## src/rtl/cla_serial_adder_pkg.sv

```systemverilog
// Shared constants and state encoding for the nibble-serial carry-lookahead adder.
package cla_serial_adder_pkg;
  localparam int SLICE_W = 4;

  typedef enum logic [1:0] {
    IDLE = 2'd0,
    CALC = 2'd1,
    DONE = 2'd2
  } state_e;
endpackage

```

## src/rtl/cla_serial_adder_cla.sv

```systemverilog
// 4-bit carry-lookahead slice; cout[i] is the carry into bit i (cout[0]=cin, cout[4]=carry out).
module cla (
  input  logic [3:0] a,
  input  logic [3:0] b,
  input  logic       cin,
  output logic [3:0] sum,
  output logic [4:0] cout
);
  logic [3:0] g, p;

  always_comb begin
    g = a & b;
    p = a ^ b;
    cout[0] = cin;
    cout[1] = g[0] | (p[0] & cin);
    cout[2] = g[1] | (p[1] & g[0]) | (p[1] & p[0] & cin);
    cout[3] = g[2] | (p[2] & g[1]) | (p[2] & p[1] & g[0]) | (p[2] & p[1] & p[0] & cin);
    cout[4] = g[3] | (p[3] & g[2]) | (p[3] & p[2] & g[1]) | (p[3] & p[2] & p[1] & g[0])
            | (p[3] & p[2] & p[1] & p[0] & cin);
    sum = p ^ cout[3:0];
  end
endmodule

```

## src/rtl/cla_serial_adder.sv

```systemverilog
// WIDTH-bit adder that walks one 4-bit CLA slice across the operands, LSB nibble first,
// chaining the slice carry through a register. Valid/ready on both sides.
module cla_serial_adder
  import cla_serial_adder_pkg::*;
#(
  parameter int WIDTH = 16
) (
  input  logic             clk,
  input  logic             rst_n,
  input  logic             in_valid,
  output logic             in_ready,
  input  logic [WIDTH-1:0] a,
  input  logic [WIDTH-1:0] b,
  input  logic             cin,
  output logic             out_valid,
  input  logic             out_ready,
  output logic [WIDTH-1:0] sum,
  output logic             cout,
  output logic             ovf
);
  localparam int NSLICE = WIDTH / SLICE_W;
  localparam int IDXW   = (NSLICE > 1) ? $clog2(NSLICE) : 1;
  localparam logic [IDXW-1:0] LAST_IDX = IDXW'(NSLICE - 1);

  if ((WIDTH % SLICE_W) != 0 || WIDTH < SLICE_W) begin : g_width_chk
    $fatal(1, "cla_serial_adder: WIDTH must be a multiple of 4 and >= 4");
  end

  state_e                           state_q, state_d;
  logic [NSLICE-1:0][SLICE_W-1:0]   a_q, a_d, b_q, b_d, sum_q, sum_d;
  logic                             carry_q, carry_d;
  logic [IDXW-1:0]                  idx_q, idx_d;
  logic                             cout_q, cout_d, ovf_q, ovf_d;

  logic [SLICE_W-1:0] slc_sum;
  logic [SLICE_W:0]   slc_c;

  cla u_cla (
    .a    (a_q[idx_q]),
    .b    (b_q[idx_q]),
    .cin  (carry_q),
    .sum  (slc_sum),
    .cout (slc_c)
  );

  always_comb begin
    state_d = state_q;
    a_d     = a_q;
    b_d     = b_q;
    sum_d   = sum_q;
    carry_d = carry_q;
    idx_d   = idx_q;
    cout_d  = cout_q;
    ovf_d   = ovf_q;
    unique case (state_q)
      IDLE: begin
        if (in_valid) begin
          a_d     = a;
          b_d     = b;
          carry_d = cin;
          idx_d   = '0;
          state_d = CALC;
        end
      end
      CALC: begin
        sum_d[idx_q] = slc_sum;
        carry_d      = slc_c[SLICE_W];
        if (idx_q == LAST_IDX) begin
          // Top slice: carry into vs. out of the MSB gives signed overflow; idx holds.
          cout_d  = slc_c[SLICE_W];
          ovf_d   = slc_c[SLICE_W-1] ^ slc_c[SLICE_W];
          state_d = DONE;
        end else begin
          idx_d = idx_q + 1'b1;
        end
      end
      DONE: begin
        if (out_ready) state_d = IDLE;
      end
      default: state_d = IDLE;
    endcase
  end

  always_ff @(posedge clk or negedge rst_n) begin
    if (!rst_n) begin
      state_q <= IDLE;
      a_q     <= '0;
      b_q     <= '0;
      sum_q   <= '0;
      carry_q <= 1'b0;
      idx_q   <= '0;
      cout_q  <= 1'b0;
      ovf_q   <= 1'b0;
    end else begin
      state_q <= state_d;
      a_q     <= a_d;
      b_q     <= b_d;
      sum_q   <= sum_d;
      carry_q <= carry_d;
      idx_q   <= idx_d;
      cout_q  <= cout_d;
      ovf_q   <= ovf_d;
    end
  end

  assign in_ready  = (state_q == IDLE);
  assign out_valid = (state_q == DONE);
  assign sum       = sum_q;
  assign cout      = cout_q;
  assign ovf       = ovf_q;
endmodule

```

## config.mk

```make
export PLATFORM = sky130hd
export DESIGN_NAME = cla_serial_adder
export DESIGN_NICKNAME = d
export VERILOG_FILES = /design/src/rtl/cla_serial_adder_pkg.sv /design/src/rtl/cla_serial_adder_cla.sv /design/src/rtl/cla_serial_adder.sv
export SDC_FILE = /design/constraint.sdc
export NUM_CORES = 1
export LEC_CHECK = 0
export CAP_MARGIN = 20
export CORE_UTILIZATION = 40
export CTS_CLUSTER_DIAMETER = 30
export DETAILED_ROUTE_END_ITERATION = 6
export GPL_TIMING_DRIVEN = 0
export PLACE_DENSITY = 0.66
export SLEW_MARGIN = 30
export SYNTH_ARGS = -nofsm -noshare
export SYNTH_HDL_FRONTEND = slang
export SYNTH_SLANG_ARGS = --single-unit
```

## constraint.sdc

```tcl
create_clock -name clk -period 7.3 [get_ports clk]
set_input_delay 1.46 -clock clk [delete_from_list [all_inputs] [get_ports clk]]
set_output_delay 1.46 -clock clk [all_outputs]
set_load 0.03 [all_outputs]
```

[Yosys cells after proc, flatten, opt, wreduce, memory -nomap -nowiden]
Index checks and enable logic that the tools add are counted.
W data, S select, Z words.
Storage, ports and cells
  bits in registers: 55
  input bits: 37
  output and inout port bits: 20
  logic and storage cells: 81
Operators by class
  add/subtract/negate cells: 1
  $lt $le $gt $ge: 2
  equality and inequality tests: 7
  muxes and demuxes: 16
  bitwise operators: 30
  reductions and logical operators: 8
Operators with widths (count)
  $and A1 B1 Y1: 16
  $bmux W4 S2: 2
  $bwmux W16: 1
  $mux W4: 3
  $mux W2: 5
  $or A1 B1 Y1: 10
  $demux W4 S2: 1
  $xor A4 B4 Y4: 2
  $ne A2 B2 Y1 const B: 3
  $pmux W2 S3: 1
  $reduce_and A2 Y1: 3
  $reduce_and A3 Y1: 2
  $and A4 B4 Y4: 1
  $eq A2 B2 Y1 const B: 2
  $pmux W2 S2: 1
  $lt A2 B3 Y1 const B: 1
  $add A2 B1 Y2 const B: 1
  $eq A2 B1 Y1 const B: 1
  $ge A2 B1 Y1 const B: 1
  $logic_not A2 Y1: 1
  $ne A2 B1 Y1 const B: 1
  $pmux W1 S2: 1
  $reduce_bool A2 Y1: 1
  $logic_and A1 B1 Y1: 1
  other kinds (2): 2

[Logic depth before layout (Yosys ltp)]
Gate-level depths: netlist (run 1).
  depth after elaboration: 9
  depth in mapped cells: 7

[Cells and area by module]
From an unflattened synthesis (run 1), not the netlist that was laid out.
Unflattened totals
  cells, all modules: 171
  area total of the unflattened synthesis: 2547.4 um^2
By module, submodules not included
  cla_serial_adder: times used 1, cells an instance 155, area each 2397.3 um^2
  cla: times used 1, cells an instance 16, area each 150.1 um^2

[Worst setup path before layout (run 1)]
No wires, ideal clock.
  kind: input to register
  from: input port in_valid
  to: register a_q[11] in the netlist's numbering
  setup time: 125 ps
  arrival: 2271 ps
  data required time: 7175 ps
  slack: 4904 ps
  stages on the path: 3
  path through: nor3b_4 buf_6 mux2_2
On the way
  cells in the longest elaborated chain, start to end: 1
Ends and longest elaborated chain
  start: declaration: RTL line cla_serial_adder.sv:10  | input logic in_valid,
  $reduce_and A2 Y1 (no source line)
  end signal: assignment: RTL line cla_serial_adder.sv:87  | a_q <= '0;
  end signal: assignment: RTL line cla_serial_adder.sv:96  | a_q <= a_d;
  end: declaration: RTL line cla_serial_adder.sv:30  | logic [NSLICE-1:0][SLICE_W-1:0] a_q, a_d, b_q, b_d, sum_q, sum_d;
No other way between the ends.
A chain may end at the register's enable or synchronous reset.

[Worst setup path after layout (run 1)]
  from: register state_q[0]
  to: output port out_valid
On the way
  cells in the longest elaborated chain, start to end: 1
Ends and longest elaborated chain
  start: declaration: RTL line cla_serial_adder.sv:29  | state_e state_q, state_d;
  start signal: assignment: RTL line cla_serial_adder.sv:95  | state_q <= state_d;
  $eq A2 B2 Y1: RTL line cla_serial_adder.sv:107  | assign out_valid = (state_q == DONE);
  end: declaration: RTL line cla_serial_adder.sv:15  | output logic out_valid,
No other way between the ends.

==> results by group, run 1 <==
Floorplan
  – Rows: 28
  – Die span in y: roughly 81 microns
  – # IOs: between 50 and 60
  – Core footprint: between 5000 and 6000 sq um
  – Starting Density: 41.9%
  – Die area: ~6600 sq um
  – Die width: about 80 microns

Worst setup path
  – Crit path DAT: around 1.7 ns
  – WS Path Type: flop to output port
  – Worst Setup End Kind: output port
  – Reg2reg path depth: 7
  – CP startpoint kind: flop
  – FF-to-FF End: sum[7]$_DFFE_PN0P_
  – CP Max Fanout: 9
  – R2r startpoint: idx_q[0]$_DFFE_PN0P_
  – Crit path required time: 5.84 ns
  – R2r setup slk: roughly 4.6 ns

Timing
  – Final worst-path cycle share: between 40% and 50%
  – Setup-failing EPs final: 0
  – Unrepaired setup endpoints after global routing: no
  – Tmin final: roughly 3.2 ns
  – Setup TNS: 0 ns
  – Worst Slack Setup Final: around 4.1 ns
  – Slew @ Worst Pin: between 0.5 and 0.6 ns
  – Setup Skew: roughly 0.007 ns
  – FMAX: 315 MHz
  – Worst hold slack: 0.479 ns
  – Slew headroom: 63.6%
  – Final Max Slew Viols: 0
  – Final Hold Vio Count: 0

Hold path
  – Hold wc startpoint: sum[12]$_DFFE_PN0P_
  – Hold Path Class: flop to flop
  – Worst hold stages: 2
  – WHS Endpoint: sum[12]$_DFFE_PN0P_

Route
  – Routed vias: between 1500 and 2000
  – Post-Route WL: 4.47 mm
  – First-pass DRT Iterations: 3
  – Avg WL per Cell: about 14 microns
  – Vias/cell: roughly 5
  – Antenna viol nets, final: 0
  – Remaining DRCs: 0
  – Drt initial violations: between 40 and 50

CTS
  – Post-CTS setup buffer count: 0
  – Htree depth: 2
  – Clock-pin transition on the worst setup and hold timing paths: roughly 0.09 ns
  – Clock buffer depth: 2
  – TritonCTS clock tree: done
  – Root buf cell: clkbuf_8
  – Post-cts hold buffer count: 0
  – Sink Count: 55
  – Clock insertion delay at the later pin of the skew report: 0.30 ns
  – Post-CTS Resized: 0
  – Total CTS buffers: 5

Power
  – Clk pwr share: 10.5%
  – Power per standard cell area: about 510 nW/um^2
  – Max VDD drop: approximately 260 uV
  – Lkg Pwr: roughly 1.4 nW
  – Sw Pwr: between 0.6 and 0.7 mW
  – Pwr Total: ~1.7 mW
  – Internal: about 1 mW
  – Fraction of power spent switching nets: roughly 40%
  – Sequential share of power: about a third
  – Logic gate share of total power: 57.3%

Synth
  – Cell Area, Synth: between 2000 and 2500 sq um
  – Seq/Total Area, Yosys: 55.2%
  – Ys Warns: 0
  – Synth unique cells: 26
  – #FFs+latches synth: between 50 and 60
  – Mean Syn Cell Area: between 10 and 15 sq um
  – Net count after synthesis: roughly 240
  – Post-Synthesis Cells: ~190

Cells and area
  – Fill cells: about 550
  – Final Util: 54.9%
  – Design area: 3270 sq um
  – # diodes: 0
  – Non-Filler Instances: roughly 330
  – Nets: between 300 and 400
  – Layout overhead on the synthesized area: 31.1%
  – Share of cells above drive strength 1: about a fifth

Global route
  – Initial antenna violation count: 0
  – Gr usage total: ~16%
  – Largest net degree at the start of global routing: 45
  – Global-route wire length before repair: between 7 and 8 mm
  – GRT overflow: 0
  – Vias in the first global route: 1672

Place
  – Cells after DPL: about 320
  – Area after DPL: 3170 sq um
  – Dpl ws: 4.21 ns
  – Hpwl dp: roughly 3.3 mm
  – Port Buffer Count: 56
  – GPL Wtd Cong: around 0.7

Job
  – Max-capacitance violation count: 0

Run status
  – Status: finished, final reports clean
worst max-delay path, stage by stage (launching register included):
cell             delay, ns
dfrtp_1               0.37
buf_2                 0.18
nand2b_1              0.17
inv_1                 0.05
clkdlybuf4s50_1       0.65
cells in the final DEF, fill, tap and decap left out:
master           netlist  routed
dfrtp_1               55      55
o21ai_0               22      22
clkbuf_1               1       2
o22ai_1                2       2
buf_6                  3       3
mux4_2                 8       8
nor2_1                 8       8
inv_1                  8       8
nor3b_4                1       1
clkinv_4               0       1
o21bai_1               1       1
ha_1                   8       8
a21oi_1                2       2
xor2_1                 1       1
nor3_1                 1       1
a31oi_1                2       2
buf_4                  1       2
a211oi_1               1       1
mux2_1                 3       3
and2b_1                1       1
clkbuf_8               0       6
clkdlybuf4s50_1        0      55
mux2i_1                2       2
xnor2_1                2       2
fa_1                   1       1
buf_2                  3       3
mux2_2                29      29
nand2_1               23      23
nand2b_1               2       2
buf_16                 0       1
synth_stat cells:
master,count,area [sq um]
a211oi_1,1,7.51
a21oi_1,2,10.0
a31oi_1,2,12.5
and2b_1,1,7.51
buf_2,3,15.0
buf_4,1,7.51
buf_6,3,33.8
clkbuf_1,1,3.75
dfrtp_1,55,1380
fa_1,1,20.0
ha_1,8,100
inv_1,8,30.0
mux2_1,3,33.8
mux2_2,29,327
mux2i_1,2,20.0
mux4_2,8,180
nand2_1,23,86.3
nand2b_1,2,12.5
nor2_1,8,30.0
nor3_1,1,5.00
nor3b_4,1,18.8
o21ai_0,22,110
o21bai_1,1,7.51
o22ai_1,2,12.5
xnor2_1,2,17.5
xor2_1,1,8.76
area by class of cell:
type | count | area [sq um] | share of cell area [%]
repair buffers | 57 | 586 | 17.9
clock inverters | 1 | 8.76 | 0.268
flip-flops and latches | 55 | 1380 | 42.1
clock buffers | 7 | 86.3 | 2.64
multi-input cells | 120 | 1030 | 31.4
plain buffers | 8 | 60.1 | 1.84
well taps | 75 | 93.8 | 2.87
inverters | 8 | 30.0 | 0.919
per-layer routing:
metal,global-route usage [%],part of all wire (%),up-vias,routed length (microns)
li1,-,-,796,-
met1,21.0,46,806,2050
met2,26.1,48,43,2140
met3,4.16,5.1,7,227
met4,4.29,1.1,0,51
met5,0,0,-,0
worst max path at each step:
| stage | start | to | slack [ns] | cells past startpoint |
|---|---|---|---|---|
| floorplan | in_valid | a_q[11]$_DFFE_PN0P_ | 4.90 | 3 |
| global placement | rst_n | b_q[13]$_DFFE_PN0P_ | 3.05 | 1 |
| detailed placement | in_valid | b_q[0]$_DFFE_PN0P_ | 4.21 | 4 |
| CTS | state_q[0]$_DFFE_PN0P_ | out_valid | 4.11 | 4 |
| global route | state_q[0]$_DFFE_PN0P_ | out_valid | 4.03 | 4 |
| finish | state_q[0]$_DFFE_PN0P_ | out_valid | 4.13 | 4 |
power by group through the flow:
stage,combinational (mW),sequential (mW),clock (mW)
floorplan,0.585,0.614,0
global route,1.06,0.552,0.194
detailed placement,0.962,0.542,0
CTS,0.965,0.535,0.180
finish,0.947,0.533,0.173
global placement,0.942,0.540,0
logic make-up after synthesis:
family,Yosys count,synth area share [%]
fa+ha+maj,9,4.82
compound gates,30,6.42
flops,55,55.2
buf+inv,16,3.61
mux,42,22.5
xor+xnor,3,1.05
simple gates,36,6.42
registers in the layout (all words and copies together), names as in the netlist:
register and count:
idx_q 2, sum 16, carry_q 1, b_q 16, a_q 16, cout 1, ovf 1, state_q 2
(Power assumes the default switching activity.)
==> inputs of run 2 (changes only) <==
--- a/config.mk
+++ b/config.mk
@@ -10,7 +10,7 @@
 export CTS_CLUSTER_DIAMETER = 30
 export DETAILED_ROUTE_END_ITERATION = 6
 export GPL_TIMING_DRIVEN = 0
-export PLACE_DENSITY = 0.66
+export PLACE_DENSITY = 0.69
 export SLEW_MARGIN = 30
 export SYNTH_ARGS = -nofsm -noshare
 export SYNTH_HDL_FRONTEND = slang
==> constraint.sdc (replaced) <==
create_clock -name clk -period 2.7 [get_ports clk]
set_input_delay 0.54 -clock clk [delete_from_list [all_inputs] [get_ports clk]]
set_output_delay 0.54 -clock clk [all_outputs]
set_load 0.03 [all_outputs]
==> results by group, run 2 (synthesized netlist as in run 1, its figures left out) <==
CTS
  – Total CTS buffers: 5
  – Clock buffer depth: 2
  – Htree depth: 2
  – TritonCTS clock tree: done
  – Root buf cell: clkbuf_8
  – Post-cts hold buffer count: 0
  – Clock-pin transition on the worst setup and hold timing paths: approximately 0.1 ns
  – Post-CTS Resized: 2
  – Clock insertion delay at the later pin of the skew report: 0.31 ns
  – Sink Count: 55
  – Post-CTS setup buffer count: 0

Timing
  – Tmin final: around 2.5 ns
  – Final Hold Vio Count: 0
  – Final worst-path cycle share: approximately 92%
  – Slew headroom: roughly 70%
  – Setup-failing EPs final: 0
  – FMAX: 402 MHz
  – Slew @ Worst Pin: about 0.44 ns
  – Setup Skew: just over 0.009 ns
  – Final Max Slew Viols: 0
  – Unrepaired setup endpoints after global routing: no

Floorplan
  – # IOs: 57
  – Core footprint: 5960 sq um
  – Rows: 28
  – Die area: between 6000 and 7000 sq um
  – Die width: approximately 80 microns
  – Die span in y: a little over 80 microns
  – Starting Density: approximately two fifths

Power
  – Max VDD drop: 851 uV
  – Power per standard cell area: ~1400 nW/um^2
  – Lkg Pwr: 1.41 nW

Global route
  – Initial antenna violation count: 0
  – Largest net degree at the start of global routing: 43
  – Vias in the first global route: 1676
  – GRT overflow: 0
  – Gr usage total: 16.4%
  – Global-route wire length before repair: between 8 and 9 mm

Cells and area
  – Nets: 301
  – Final Util: 55.5%
  – Commonest non-fill, non-tap cells in the layout: dfrtp_1, clkdlybuf4s50_1, mux2_2, nand2_1, o21ai_0
  – Non-Filler Instances: roughly 330
  – Fill cells: around 530
  – Multi-input gate area: ~1100 sq um
  – Design area: approximately 3300 sq um
  – Share of cells above drive strength 1: a little under a quarter
  – Layout overhead on the synthesized area: 32.7%
  – Sequential Area: roughly 1400 sq um
  – # diodes: 0

Route
  – Vias/cell: ~5.1
  – Drt initial violations: 75
  – Post-Route WL: approximately 4.6 mm
  – First-pass DRT Iterations: 4
  – Remaining DRCs: 0
  – Avg WL per Cell: 13.8 microns
  – Routed vias: between 1500 and 2000
  – Antenna viol nets, final: 0

Place
  – GPL Wtd Cong: between 0.7 and 0.8
  – Port Buffer Count: 56
  – Cells after DPL: around 320
  – Hpwl dp: ~3.4 mm
  – Area after DPL: 3170 sq um

Worst setup path
  – Reg2reg path depth: 7
  – Crit path required time: 2.89 ns
  – CP startpoint kind: flop
  – CP Max Fanout: 10
  – Worst Setup End Kind: flop
  – WS Path Type: flop to flop
  – Crit path DAT: between 2 and 3 ns

Run status
  – Status: finished, final reports clean

Hold path
  – Hold Path Class: input port to async pin

Job
  – Max-capacitance violation count: 0
==> run 2: routing by layer <==
layer  share of wire, %  global-route usage, %
met1                 47                   22.1
met2                 48                   27.1
met3                4.1                   3.71
met4                1.0                   3.75
met5                  0                      0
==> run 2: per-stage QoR <==
stage	total power, mW	worst slack, ns	setup TNS (ns)	hold WS, ns
global placement	3.99	-0.596	-32.63	0.461
global route	5.13	0.0630	0	0.0506
floorplan	3.24	0.367	0	0.244
CTS	4.62	0.0323	0	0.0593
detailed placement	4.06	-0.0796	-0.283	0.402
finish	4.73	0.212	0	0.0615
==> run 2: area by class of cell <==
class	instances	share of cell area, %
Clock inverter	3	1.40
Tap cell	75	2.84
Multi-Input combinational cell	120	31.8
Clock buffer	5	2.08
Sequential cell	55	41.6
Buffer	8	1.93
Timing Repair Buffer	57	17.5
Inverter	8	0.908
==> run 2: final timing paths <==
path	start	end	slack (ns)
max in group asynchronous	rst_n	b_q[0]$_DFFE_PN0P_	2.16
min	rst_n	sum[9]$_DFFE_PN0P_	0.06
max	idx_q[0]$_DFFE_PN0P_	sum[7]$_DFFE_PN0P_	0.21
max reg2reg	idx_q[0]$_DFFE_PN0P_	sum[7]$_DFFE_PN0P_	0.21
min reg2reg	sum[13]$_DFFE_PN0P_	sum[13]$_DFFE_PN0P_	0.49
min in group clk	sum[13]$_DFFE_PN0P_	sum[13]$_DFFE_PN0P_	0.49
==> run 2: report_power, final <==
part           total, mW  switching, mW  internal, mW
Combinational       2.73           1.44          1.28
Clock              0.550          0.270         0.280
Sequential          1.46          0.211          1.25
==> run 2: worst max-delay path: stages, from the launching register on <==
cell and delay [ns]:
dfrtp_1 0.40, buf_4 0.25, mux4_2 0.57, ha_1 0.32, a211oi_2 0.25, o21bai_1 0.21, xnor2_2 0.26, o21ai_0 0.12
